--- config.mk ---
export PLATFORM = sky130hd
export DESIGN_NAME = vending_controller
export DESIGN_NICKNAME = d
export VERILOG_FILES = /design/src/rtl/vending_controller.sv
export SDC_FILE = /design/constraint.sdc
export NUM_CORES = 1
export LEC_CHECK = 0
export CORE_UTILIZATION = 32
export DETAILED_ROUTE_END_ITERATION = 8
export PLACE_DENSITY = 0.63
export SETUP_SLACK_MARGIN = 0.4
export SLEW_MARGIN = 10
export SYNTH_ARGS = -nofsm -noshare
export SYNTH_HDL_FRONTEND = slang
export SYNTH_SLANG_ARGS = --single-unit
--- constraint.sdc ---
create_clock -name clk -period 4.3 [get_ports clk]
set_input_delay 0.43 -clock clk [delete_from_list [all_inputs] [get_ports clk]]
set_output_delay 0.43 -clock clk [all_outputs]
set_load 0.01 [all_outputs]
--- src/rtl/vending_controller.sv ---
// vending_controller: main sequencing FSM of the vending machine.
// Locks the selected price, accumulates coins, drives the dispense actuator,
// then returns change, or refunds the full credit on cancel.
// Optional feature macro: VENDING_CONTROLLER_TIMEOUT_EN (auto-refund after
// TIMEOUT_CYCLES idle cycles in COLLECT).
// Ports:
//   clk, reset      clock (rising edge), synchronous active-high reset
//   product_sel     keypad code 00 none, 01 A, 10 B, 11 C
//   selected_price  price from product_selection, 0 = none
//   coin_valid      one-cycle coin strobe; coin_code 01=5 10=10 11=20 00=invalid
//   cancel          user cancel level
//   credit          accumulated credit
//   dispense        actuator drive, dispense_id = product latched at selection
//   change_valid    one-cycle strobe qualifying change_amt
//   refund          change_valid is a full refund; timeout: refund was timeout-caused
//   coin_reject     one-cycle strobe, last coin returned unaccepted
//   state           IDLE=0 COLLECT=1 DISPENSE=2 CHANGE=3 REFUND=4
module vending_controller #(
    parameter int PRICE_W         = 5,
    parameter int CREDIT_W        = 6,
    parameter int DISPENSE_CYCLES = 2,
    parameter int TIMEOUT_CYCLES  = 1000
) (
    input  logic                clk,
    input  logic                reset,
    input  logic [1:0]          product_sel,
    input  logic [PRICE_W-1:0]  selected_price,
    input  logic                coin_valid,
    input  logic [1:0]          coin_code,
    input  logic                cancel,
    output logic [CREDIT_W-1:0] credit,
    output logic                dispense,
    output logic [1:0]          dispense_id,
    output logic                change_valid,
    output logic [CREDIT_W-1:0] change_amt,
    output logic                refund,
    output logic                coin_reject,
    output logic                timeout,
    output logic [2:0]          state
);
    typedef enum logic [2:0] {
        IDLE     = 3'd0,
        COLLECT  = 3'd1,
        DISPENSE = 3'd2,
        CHANGE   = 3'd3,
        REFUND   = 3'd4
    } state_t;

    localparam int DW = DISPENSE_CYCLES > 1 ? $clog2(DISPENSE_CYCLES) : 1;

    state_t              cur, nxt;
    logic [PRICE_W-1:0]  price_reg;
    logic [CREDIT_W-1:0] price_ext, coin_val, sum, credit_nxt;
    logic [DW-1:0]       dcnt;
    logic                coin_ok, rej, tmo, tmo_hit, pay;

    assign state     = cur;
    assign price_ext = CREDIT_W'(price_reg);
    assign coin_ok   = coin_valid && coin_code != 2'b00;
    assign coin_val  = coin_code == 2'b01 ? CREDIT_W'(5)  :
                       coin_code == 2'b10 ? CREDIT_W'(10) :
                       coin_code == 2'b11 ? CREDIT_W'(20) : '0;
    assign sum       = credit + (coin_ok ? coin_val : '0);

`ifdef VENDING_CONTROLLER_TIMEOUT_EN
    localparam int TW = $clog2(TIMEOUT_CYCLES + 1);
    logic [TW-1:0] tcnt;
    // An accepted coin restarts the idle window, so it also masks the hit.
    assign tmo_hit = !coin_ok && tcnt == TW'(TIMEOUT_CYCLES - 1);
    always_ff @(posedge clk) begin
        if (reset || cur != COLLECT || coin_ok)
            tcnt <= '0;
        else
            tcnt <= tcnt + 1'b1;
    end
`else
    // Never true; keeps the parameter referenced when the feature is absent.
    assign tmo_hit = TIMEOUT_CYCLES < 0;
`endif

    always_comb begin
        nxt        = cur;
        credit_nxt = credit;
        rej        = coin_valid;
        tmo        = 1'b0;
        case (cur)
            IDLE: begin
                credit_nxt = '0;
                if (selected_price != '0)
                    nxt = COLLECT;
            end
            COLLECT: begin
                rej        = coin_valid && !coin_ok;
                credit_nxt = sum;
                if (cancel)
                    nxt = REFUND;
                else if (sum >= price_ext)
                    nxt = DISPENSE;
                else if (tmo_hit) begin
                    nxt = REFUND;
                    tmo = 1'b1;
                end
            end
            DISPENSE: begin
                if (dcnt == DW'(DISPENSE_CYCLES - 1)) begin
                    nxt        = credit > price_ext ? CHANGE : IDLE;
                    credit_nxt = credit > price_ext ? credit : '0;
                end
            end
            CHANGE, REFUND: begin
                nxt        = IDLE;
                credit_nxt = '0;
            end
            default: begin
                nxt        = IDLE;
                credit_nxt = '0;
            end
        endcase
    end

    // Refund pulses only when there is something to return.
    assign pay = nxt == REFUND && credit_nxt != '0;

    always_ff @(posedge clk) begin
        if (reset) begin
            cur          <= IDLE;
            credit       <= '0;
            price_reg    <= '0;
            dispense_id  <= 2'b00;
            dcnt         <= '0;
            dispense     <= 1'b0;
            change_valid <= 1'b0;
            change_amt   <= '0;
            refund       <= 1'b0;
            coin_reject  <= 1'b0;
            timeout      <= 1'b0;
        end else begin
            cur          <= nxt;
            credit       <= credit_nxt;
            coin_reject  <= rej;
            dcnt         <= cur == DISPENSE ? dcnt + 1'b1 : '0;
            dispense     <= nxt == DISPENSE;
            change_valid <= nxt == CHANGE || pay;
            refund       <= pay;
            timeout      <= pay && tmo;
            if (cur == IDLE && selected_price != '0) begin
                price_reg   <= selected_price;
                dispense_id <= product_sel;
            end
            if (nxt == CHANGE)
                change_amt <= credit_nxt - price_ext;
            else if (pay)
                change_amt <= credit_nxt;
        end
    end
endmodule

==> impl_metrics.json, run 1 <==
{
  "status": "completed",
  "worst_clock_skew_ns": 0.0115,
  "cts_sinks": 27,
  "portBuffers": 33,
  "cts_tree": "built",
  "combPwrFrac": 0.350,
  "synth_most_common_cell": "dfxtp_1",
  "routed_wirelength_mm": 4.59,
  "pin_count": 35,
  "synthDominantCellAreaShare": 0.298,
  "p_switching_uw": 216,
  "synthFlopType": "dfxtp_1",
  "cts_buffers": 3,
  "ant_nets": 0,
  "post-route-min-period_ns": 3.55,
  "cts-resized-gates": 0,
  "ys_types": 53,
  "core_mm2": 0.00547,
  "drive_above_1_share": 0.0700,
  "power_uw": 659,
  "seq_area_frac_synth": 0.298,
  "synth_seq_cells": 27,
  "grt-ovfl-total": 0,
  "start_util": 0.332,
  "rsz0062_at_grt": "no",
  "worst-slew-pin-transition_ns": 1.07,
  "fin_nets": 279,
  "drc": 0,
  "worstPathMaxFanout": 4,
  "antenna_found_initial": 0,
  "syn_area_per_cell_um2": 8.68,
  "worstHoldPathType": "reg -> reg",
  "post_cts_buffers": 0,
  "p_clk_frac": 0.225,
  "die-area_mm2": 0.00597,
  "hold_viol": 0,
  "max_freq_mhz": 282,
  "n_antenna_cell": 0,
  "period_share": 0.825,
  "critPathCaptureType": "register",
  "die_h_um": 77.3,
  "die_w_um": 77.3,
  "grt_pass1_wl_mm": 7.76,
  "seq_power_share": 0.425,
  "htree_levels": 1,
  "insertion_delay_ns": 0.28,
  "swShare": 0.328,
  "drtIter0Drc": 151,
  "synth_area_leader_cell": "dfxtp_1",
  "power_density_mw_per_mm2": 290,
  "intPower_uw": 443,
  "fillers": 578,
  "postCtsHoldBufs": 0,
  "maxCapViolations": 0,
  "grt_pass1_vias": 1609,
  "synth_area_mm2": 0.00181,
  "grt_max_degree": 30,
  "globalplace.congestion": 0.831,
  "critPathRequiredTime_ns": 4.43,
  "synth.area.top_cells": "dfxtp_1 30%, ha_1 14%, a21oi_1 4.4%, nor2_1 3.5%, inv_1 2.5%",
  "maxSlewViolCount": 0,
  "avgRoutedWirePerCell_um": 14.6,
  "vias": 1656,
  "ir_drop_mv": 0.130,
  "syn-num-nets": 244,
  "postSynth.asyncResetShare": 0,
  "hpwl_mm": 3.59,
  "fin_setup_tns_ns": 0,
  "critPathLaunchType": "input port",
  "ys_warn_count": 0,
  "final_util": 0.415,
  "p_leak_nw": 0.888,
  "critPathArrivalTime_ns": 3.67,
  "syn_inst": 209,
  "synth_enable_flop_cells": 0,
  "dr.pass1.iters": 4,
  "setup_viol": 0,
  "path_clk_slew_ns": 0.10,
  "grt_use_total": 0.165,
  "clk_path_buf_depth": 2,
  "rows": 27,
  "critical_path_class": "in -> reg",
  "avgViaCountPerCell": 5.26,
  "synth_common_cells": "27 x dfxtp_1, 20 x ha_1, 17 x nor2_1, 16 x a21oi_1, 12 x inv_1",
  "relSlewSlack": 0.281,
  "ctsRootBufferMaster": "clkbuf_8",
  "area_delta_synth_final_pct": 25.2
}
[logic make-up after synthesis]
family | share of synthesized area
AOI/OAI and AO/OA | 0.252
muxes | 0.0110
and+or+nand+nor | 0.221
other | 0.00207
adders and majority gates | 0.160
DFF | 0.298
buffers and inverters | 0.0372
xor gates and xnor gates | 0.0193
[power by group through the flow]
stage	Clock (mW)	Sequential (mW)	Combinational [mW]
6_report	0.148	0.280	0.231
4_1_cts	0.153	0.280	0.231
3_3_place_gp	0	0.286	0.228
2_1_floorplan	0	0.286	0.156
3_5_place_dp	0	0.286	0.230
5_1_grt	0.163	0.283	0.256
[final timing paths]
kind,from,end,slack [ns],depth (start not counted)
worst max-delay path,coin_valid,change_amt[5],0.75,15
worst min-delay path,price_reg[2],price_reg[2],0.47,2
worst max register to register,credit[0],change_amt[4],0.84,14
worst min register to register,price_reg[2],price_reg[2],0.47,2
[metal layers]
metal	routed length, um	track usage
met1	2320	0.232
met5	0	0
met2	2020	0.250
met4	57	0.0585
met3	196	0.0286
[through the flow]
| step | hold slack, ns | cells | setup slack, ns | instance area (um^2) |
|---|---|---|---|---|
| floorplan | 0.436 | 209 | 1.18 | 1810 |
| global placement | 0.445 | 311 | 0.621 | 2230 |
| detailed placement | 0.457 | 311 | 0.486 | 2230 |
| CTS | 0.471 | 315 | 0.770 | 2270 |
| global route | 0.508 | 315 | 0.539 | 2270 |
| finish | 0.469 | 315 | 0.753 | 2270 |
[worst max-delay path: stages]
cell	delay (ns)
clkdlybuf4s50_1	0.51
and2_1	0.16
nor2b_1	0.14
ha_1	0.21
fa_1	0.48
nand2_1	0.12
a21boi_0	0.41
inv_1	0.10
ha_1	0.27
nor2b_1	0.14
o211ai_1	0.15
a21boi_0	0.14
a211oi_1	0.23
nand3b_1	0.13
a21oi_1	0.06
[placed cells by master (no fill, tap or decap), drive strengths merged, types with 2 or more instances in the layout]
master	Yosys	final
a211oi	3	3
a21boi	3	3
a21o	3	3
a21oi	16	16
a22o	3	3
a22oi	2	2
a311oi	3	3
and2	4	4
and3	5	5
and3b	2	2
buf	1	2
clkbuf	4	4
clkdlybuf4s50	0	33
dfxtp	27	27
fa	2	2
ha	20	20
inv	12	12
mux2i	2	2
nand2	11	11
nand2b	4	4
nand3	5	5
nor2	17	17
nor2b	6	6
nor3	8	8
o211ai	2	2
o21a	3	3
o21ai	11	11
o21ba	3	3
o22ai	2	2
o2bb2ai	2	2
or4	3	3
xnor2	2	2
xor2	2	2
[layout make-up]
| cell class | count | area [um^2] | share of cell area |
|---|---|---|---|
| multi-input cells | 165 | 1210 | 0.531 |
| flip-flops and latches | 27 | 541 | 0.238 |
| repair buffers | 35 | 345 | 0.152 |
| well taps | 72 | 90.1 | 0.0396 |
| clock buffers | 4 | 45.0 | 0.0198 |
| inverters | 12 | 45.0 | 0.0198 |
(Power assumes the default switching activity.)
==> run 2: changes to the inputs <==
Settings changed: PLACE_DENSITY 0.63 to 0.65.
Clock period 4.3 ns to 2.9 ns, I/O delays scaled along.
==> run 2 against run 1 <==
  * Core utilization rose by 12 points
  * Via count rose by 18%
  * Sequential share of layout area fell by 4.6 points
  * Critical path depth fell by 1
  * Power rose by 71%
  * Combinational power rose by 110%
  * Die area did not move
  * Register-to-register slack got worse by 0.81 ns
  * First-iteration DRC count fell by 29%
==> impl_metrics.json, run 2 (same netlist as run 1, synthesis figures left out) <==
{
  "avgViaCountPerCell": 5.26,
  "endpoint": "change_amt[2]",
  "worstHoldPathType": "in -> reg",
  "worstPathMaxFanout": 3,
  "cp_slowest_cell": "a221oi_4",
  "drc": 0,
  "portBuffers": 33,
  "r2r_cells": 14,
  "fin_hold_ws_ns": 0.395,
  "fin_setup_tns_ns": 0,
  "ctsRootBufferMaster": "clkbuf_8",
  "r2r_slack_ns": 0.03,
  "vias": 1962,
  "grt_pass1_wl_mm": 9.38,
  "fillers": 486,
  "die_h_um": 77.3,
  "avgRoutedWirePerCell_um": 15.4,
  "cts_buffers": 3,
  "die_w_um": 77.3,
  "globalplace.congestion": 0.865,
  "p_switching_uw": 377,
  "worst_clock_skew_ns": 0.00280,
  "cts_sinks": 27,
  "start_util": 0.332,
  "regArea_um2": 558,
  "drive_above_1_share": 0.375,
  "period_share": 0.990,
  "drtIter0Drc": 107,
  "max_stage_delay_ns": 0.36,
  "die-area_mm2": 0.00597,
  "fin_cells": 373,
  "grt_use_total": 0.201,
  "power_density_mw_per_mm2": 388,
  "combPwrFrac": 0.435,
  "p_leak_nw": 1.20,
  "path_clk_slew_ns": 0.10,
  "core_mm2": 0.00547,
  "seq_power_share": 0.366,
  "ir_drop_mv": 0.200,
  "critPathCaptureType": "register",
  "worstReg2RegEnd": "change_amt[2]",
  "cts_tree": "built",
  "antenna_found_initial": 0,
  "rr_startpoint": "credit[0]",
  "dr.pass1.iters": 4,
  "final_area_mm2": 0.00291,
  "placed_area_mm2": 0.00263,
  "area_delta_synth_final_pct": 60.6,
  "critPathArrivalTime_ns": 3.09,
  "clk_path_buf_depth": 2,
  "swShare": 0.333,
  "grt_pass1_vias": 1954,
  "pin_count": 35,
  "grt_max_degree": 30,
  "rsz0062_at_grt": "yes",
  "worst-slew-pin-transition_ns": 0.646,
  "insertion_delay_ns": 0.28,
  "cpMostUsedCell": "buf_4",
  "max_freq_mhz": 348,
  "hold_viol": 0,
  "routed_wirelength_mm": 5.76,
  "intPower_uw": 754,
  "fin_nets": 337,
  "setup_viol": 0,
  "maxSlewViolCount": 0,
  "layout_common_cells": "57 x buf_4, 30 x clkdlybuf4s50_1, 19 x dfxtp_1",
  "rows": 27,
  "power_mw": 1.13,
  "status": "completed",
  "ant_nets": 0,
  "dp.cells": 351,
  "final_common_cell": "buf_4",
  "multi_input_area_mm2": 0.00138,
  "critPathLaunchType": "register",
  "crit_chain": "inv_2 -> ha_4 -> and4_1 -> a31o_4 -> a221oi_4 -> buf_4 -> a21boi_2 -> buf_4 -> fa_2 -> buf_4 -> buf_6 -> xor2_1 -> a21o_1 -> a31oi_1",
  "n_antenna_cell": 0,
  "hpwl_mm": 4.19,
  "relSlewSlack": 0.566,
  "maxCapViolations": 0,
  "crit_start": "credit[0]",
  "critPathRequiredTime_ns": 3.11,
  "htree_levels": 1,
  "postCtsHoldBufs": 0,
  "grt-ovfl-total": 0,
  "post-route-min-period_ns": 2.87,
  "critical_path_class": "reg -> reg",
  "p_clk_frac": 0.199
}
-- run 2: cell count changes in the layout (fill, tap and decap cells not counted), moves of 5 or more --
cell     before  now
ha_4          0    7
dfxtp_2       0    5
inv_2         0    5
inv_1        12    7
buf_4         2   57
ha_1         20   12
dfxtp_1      27   19
-- run 2: worst max-delay path: cells and delay by family (launching register included) --
kind	cells	cell delay, ns
adders and majority gates	2	0.54
xor gates and xnor gates	1	0.13
DFF	1	0.35
buffers and inverters	5	0.63
AOI/OAI and AO/OA	5	0.94
and+or+nand+nor	1	0.21
-- run 2: per-stage QoR --
stage,utilization,worst slack [ns]
2_1_floorplan,-,0.129
3_3_place_gp,0.481,-0.323
3_5_place_dp,0.481,-0.356
4_1_cts,0.527,0.0348
5_1_grt,0.532,-0.0715
6_report,0.532,0.0281
-- run 2: power by group through the flow --
stage / clock network [mW] / logic, mW / registers (mW)
6_report: 0.225 / 0.491 / 0.413
4_1_cts: 0.229 / 0.476 / 0.413
5_1_grt: 0.247 / 0.534 / 0.417
3_5_place_dp: 0 / 0.427 / 0.421
2_1_floorplan: 0 / 0.252 / 0.427
3_3_place_gp: 0 / 0.421 / 0.420
-- run 2: layout make-up --
type                            instances  area share
Timing Repair Buffer                   93       0.272
Inverter                               12      0.0155
Sequential cell                        27       0.191
Multi-Input combinational cell        165       0.474
Tap cell                               72      0.0309
Clock buffer                            4      0.0155
-- run 2: what timing repair did --
item,CTS,global route
resized for setup,27,4
pin swaps,22,7
setup buffers,17,1
endpoints found under the setup margin,11,10
gates cloned,0,0
-- run 2: worst min path at each step --
stage,to,from,cells past startpoint,slack (ns)
CTS,coin_reject,coin_valid,2,0.40
global placement,price_reg[2],price_reg[2],2,0.45
finish,coin_reject,coin_valid,2,0.39
global route,coin_reject,coin_valid,2,0.39
floorplan,price_reg[2],selected_price[2],2,0.42
detailed placement,price_reg[2],price_reg[2],2,0.45
-- run 2: per-layer routing --
| metal | up-vias | GRT usage | routed length (um) |
|---|---|---|---|
| li1 | 950 | - | - |
| met1 | 942 | 0.247 | 2580 |
| met2 | 52 | 0.350 | 2800 |
| met3 | 18 | 0.0333 | 220 |
| met4 | 0 | 0.0660 | 156 |
| met5 | - | 0 | 0 |
==> run 3: changes to the inputs <==
Settings changed: PLACE_DENSITY 0.65 to not set.
==> run 3 against run 2 <==
  * Final cell count up 0.27%
  * Core utilization grew 2.3 points
  * Clock power grew 2%
  * First-iteration DRC count grew 16%
  * Power grew 3.4%
  * Non-clock buffer count grew 1
  * Sequential share of layout area shrank 0.83 points
  * Critical path type unchanged
  * Critical endpoint is now credit[0]
  * Largest cell class unchanged
==> impl_metrics.json, run 3 (same netlist as run 1, synthesis figures left out) <==
{
  "ctsRootBufferMaster": "clkbuf_8",
  "r2r_cells": 19,
  "area_delta_synth_final_pct": 67.5,
  "hpwl_mm": 4.32,
  "rr_startpoint": "price_reg[2]",
  "worstReg2RegEnd": "credit[0]",
  "avgViaCountPerCell": 5.28,
  "combPwrFrac": 0.452,
  "relSlewSlack": 0.355,
  "dr.max_layer_used": "met4",
  "cts_sinks": 27,
  "rows": 27,
  "worst-slew-pin-transition_ns": 0.965,
  "power_mw": 1.17,
  "routed_wirelength_mm": 6.02,
  "die_w_um": 77.3,
  "maxCapViolations": 0,
  "placed_area_mm2": 0.00268,
  "period_share": 0.990,
  "dr.pass1.iters": 6,
  "hold_path_end": "coin_reject",
  "worst_clock_skew_ns": 0.00977,
  "insertion_delay_ns": 0.28,
  "drc": 0,
  "die-area_mm2": 0.00597,
  "grt_pass1_wl_mm": 9.54,
  "pin_count": 35,
  "cts_tree": "built",
  "antenna_found_initial": 0,
  "cts_buffers": 3,
  "final_area_mm2": 0.00304,
  "intPower_uw": 773,
  "fillers": 501,
  "power_density_mw_per_mm2": 385,
  "wl_met2_mm": 3.05,
  "wl_met1_mm": 2.64,
  "core_mm2": 0.00547,
  "hold_viol": 0,
  "dp.cells": 357,
  "path_clk_slew_ns": 0.11,
  "worstHoldPathType": "in -> reg",
  "place_ws_ns": -0.435,
  "max_freq_mhz": 348,
  "htree_levels": 1,
  "start_util": 0.332,
  "maxSlewViolCount": 0,
  "final_util": 0.555,
  "avgRoutedWirePerCell_um": 16.1,
  "ant_nets": 0,
  "p_switching_uw": 396,
  "vias": 1976,
  "swShare": 0.339,
  "critPathCaptureType": "register",
  "critPathArrivalTime_ns": 3.08,
  "grt_pass1_vias": 2038,
  "grt-ovfl-total": 0,
  "grt_use_total": 0.205,
  "ir_drop_mv": 0.201,
  "p_clk_frac": 0.196,
  "critPathRequiredTime_ns": 3.11,
  "fin_nets": 338,
  "critical_path_class": "reg -> reg",
  "rsz0062_at_grt": "yes",
  "die_h_um": 77.3,
  "clk_path_buf_depth": 2,
  "setup_viol": 0,
  "worstPathMaxFanout": 4,
  "grt_max_degree": 27,
  "drtIter0Drc": 124,
  "seq_power_share": 0.353,
  "hold_path_depth": 2,
  "postCtsHoldBufs": 0,
  "holdCritStartpoint": "coin_valid",
  "routed-wl-met3_um": 228,
  "critPathLaunchType": "register",
  "finalWorstSetupSlack_ns": 0.0276,
  "layout_common_cells": "46 x buf_4, 30 x clkdlybuf4s50_1, 20 x dfxtp_1",
  "final_common_cell": "buf_4",
  "fin_cells": 374,
  "p_leak_nw": 1.25,
  "drive_above_1_share": 0.411,
  "n_antenna_cell": 0,
  "globalplace.congestion": 0.849,
  "portBuffers": 33,
  "r2r_slack_ns": 0.03,
  "status": "completed",
  "post-route-min-period_ns": 2.87
}
[run 3: how the worst max path moves through the flow]
stage / startpoint / endpoint / slack, ns / cells past startpoint
finish: price_reg[2] / credit[0] / 0.03 / 19
global route: price_reg[1] / change_amt[5] / -0.08 / 13
detailed placement: coin_valid / change_amt[5] / -0.44 / 15
global placement: coin_code[0] / change_amt[5] / -0.38 / 13
floorplan: credit[1] / change_amt[4] / 0.13 / 13
CTS: price_reg[2] / change_amt[4] / -0.005 / 15
[run 3: through the flow]
stage                      TNS, ns  hold WS (ns)
after floorplan                  0         0.418
after global routing        -0.201         0.290
final                            0         0.277
after CTS                 -0.00513         0.280
after global placement       -2.13         0.448
after detailed placement     -2.56         0.473
[run 3: timing repair]
item                       in CTS  in global routing
pin swaps                      14                 15
setup buffers                  12                  1
gates cloned                    0                  0
setup endpoints to repair      11                  9
gates resized for setup        42                 13
[run 3: routing by layer]
metal | up-vias | global-route usage
met5 | - | 0
met2 | 58 | 0.373
met4 | 0 | 0.0679
met1 | 949 | 0.247
met3 | 10 | 0.0250
li1 | 959 | -
[run 3: layout make-up]
cell class | count | area [um^2] | share of cell area
clock buffers | 3 | 41.3 | 0.0136
well taps | 72 | 90.1 | 0.0296
clock inverters | 1 | 7.51 | 0.00247
inverters | 12 | 45.0 | 0.0148
flip-flops and latches | 27 | 557 | 0.183
repair buffers | 94 | 833 | 0.274
multi-input cells | 165 | 1470 | 0.482
[run 3: power by group through the flow]
stage | sequential (mW) | clock (mW) | combinational, mW
after floorplan | 0.427 | 0 | 0.252
after global placement | 0.420 | 0 | 0.435
after detailed placement | 0.421 | 0 | 0.439
after CTS | 0.412 | 0.235 | 0.497
after global routing | 0.416 | 0.250 | 0.571
final | 0.412 | 0.229 | 0.528
[run 3: worst max-delay path, stage by stage (launching register included)]
cell	delay, ns
dfxtp_2	0.34
inv_2	0.07
ha_4	0.20
and4_1	0.20
a31o_4	0.23
a221oi_4	0.30
buf_6	0.17
a21boi_4	0.07
buf_4	0.14
buf_6	0.10
buf_6	0.10
buf_6	0.10
buf_6	0.10
buf_6	0.10
buf_6	0.10
buf_6	0.10
buf_6	0.10
buf_6	0.10
buf_6	0.10
nor2_1	0.07
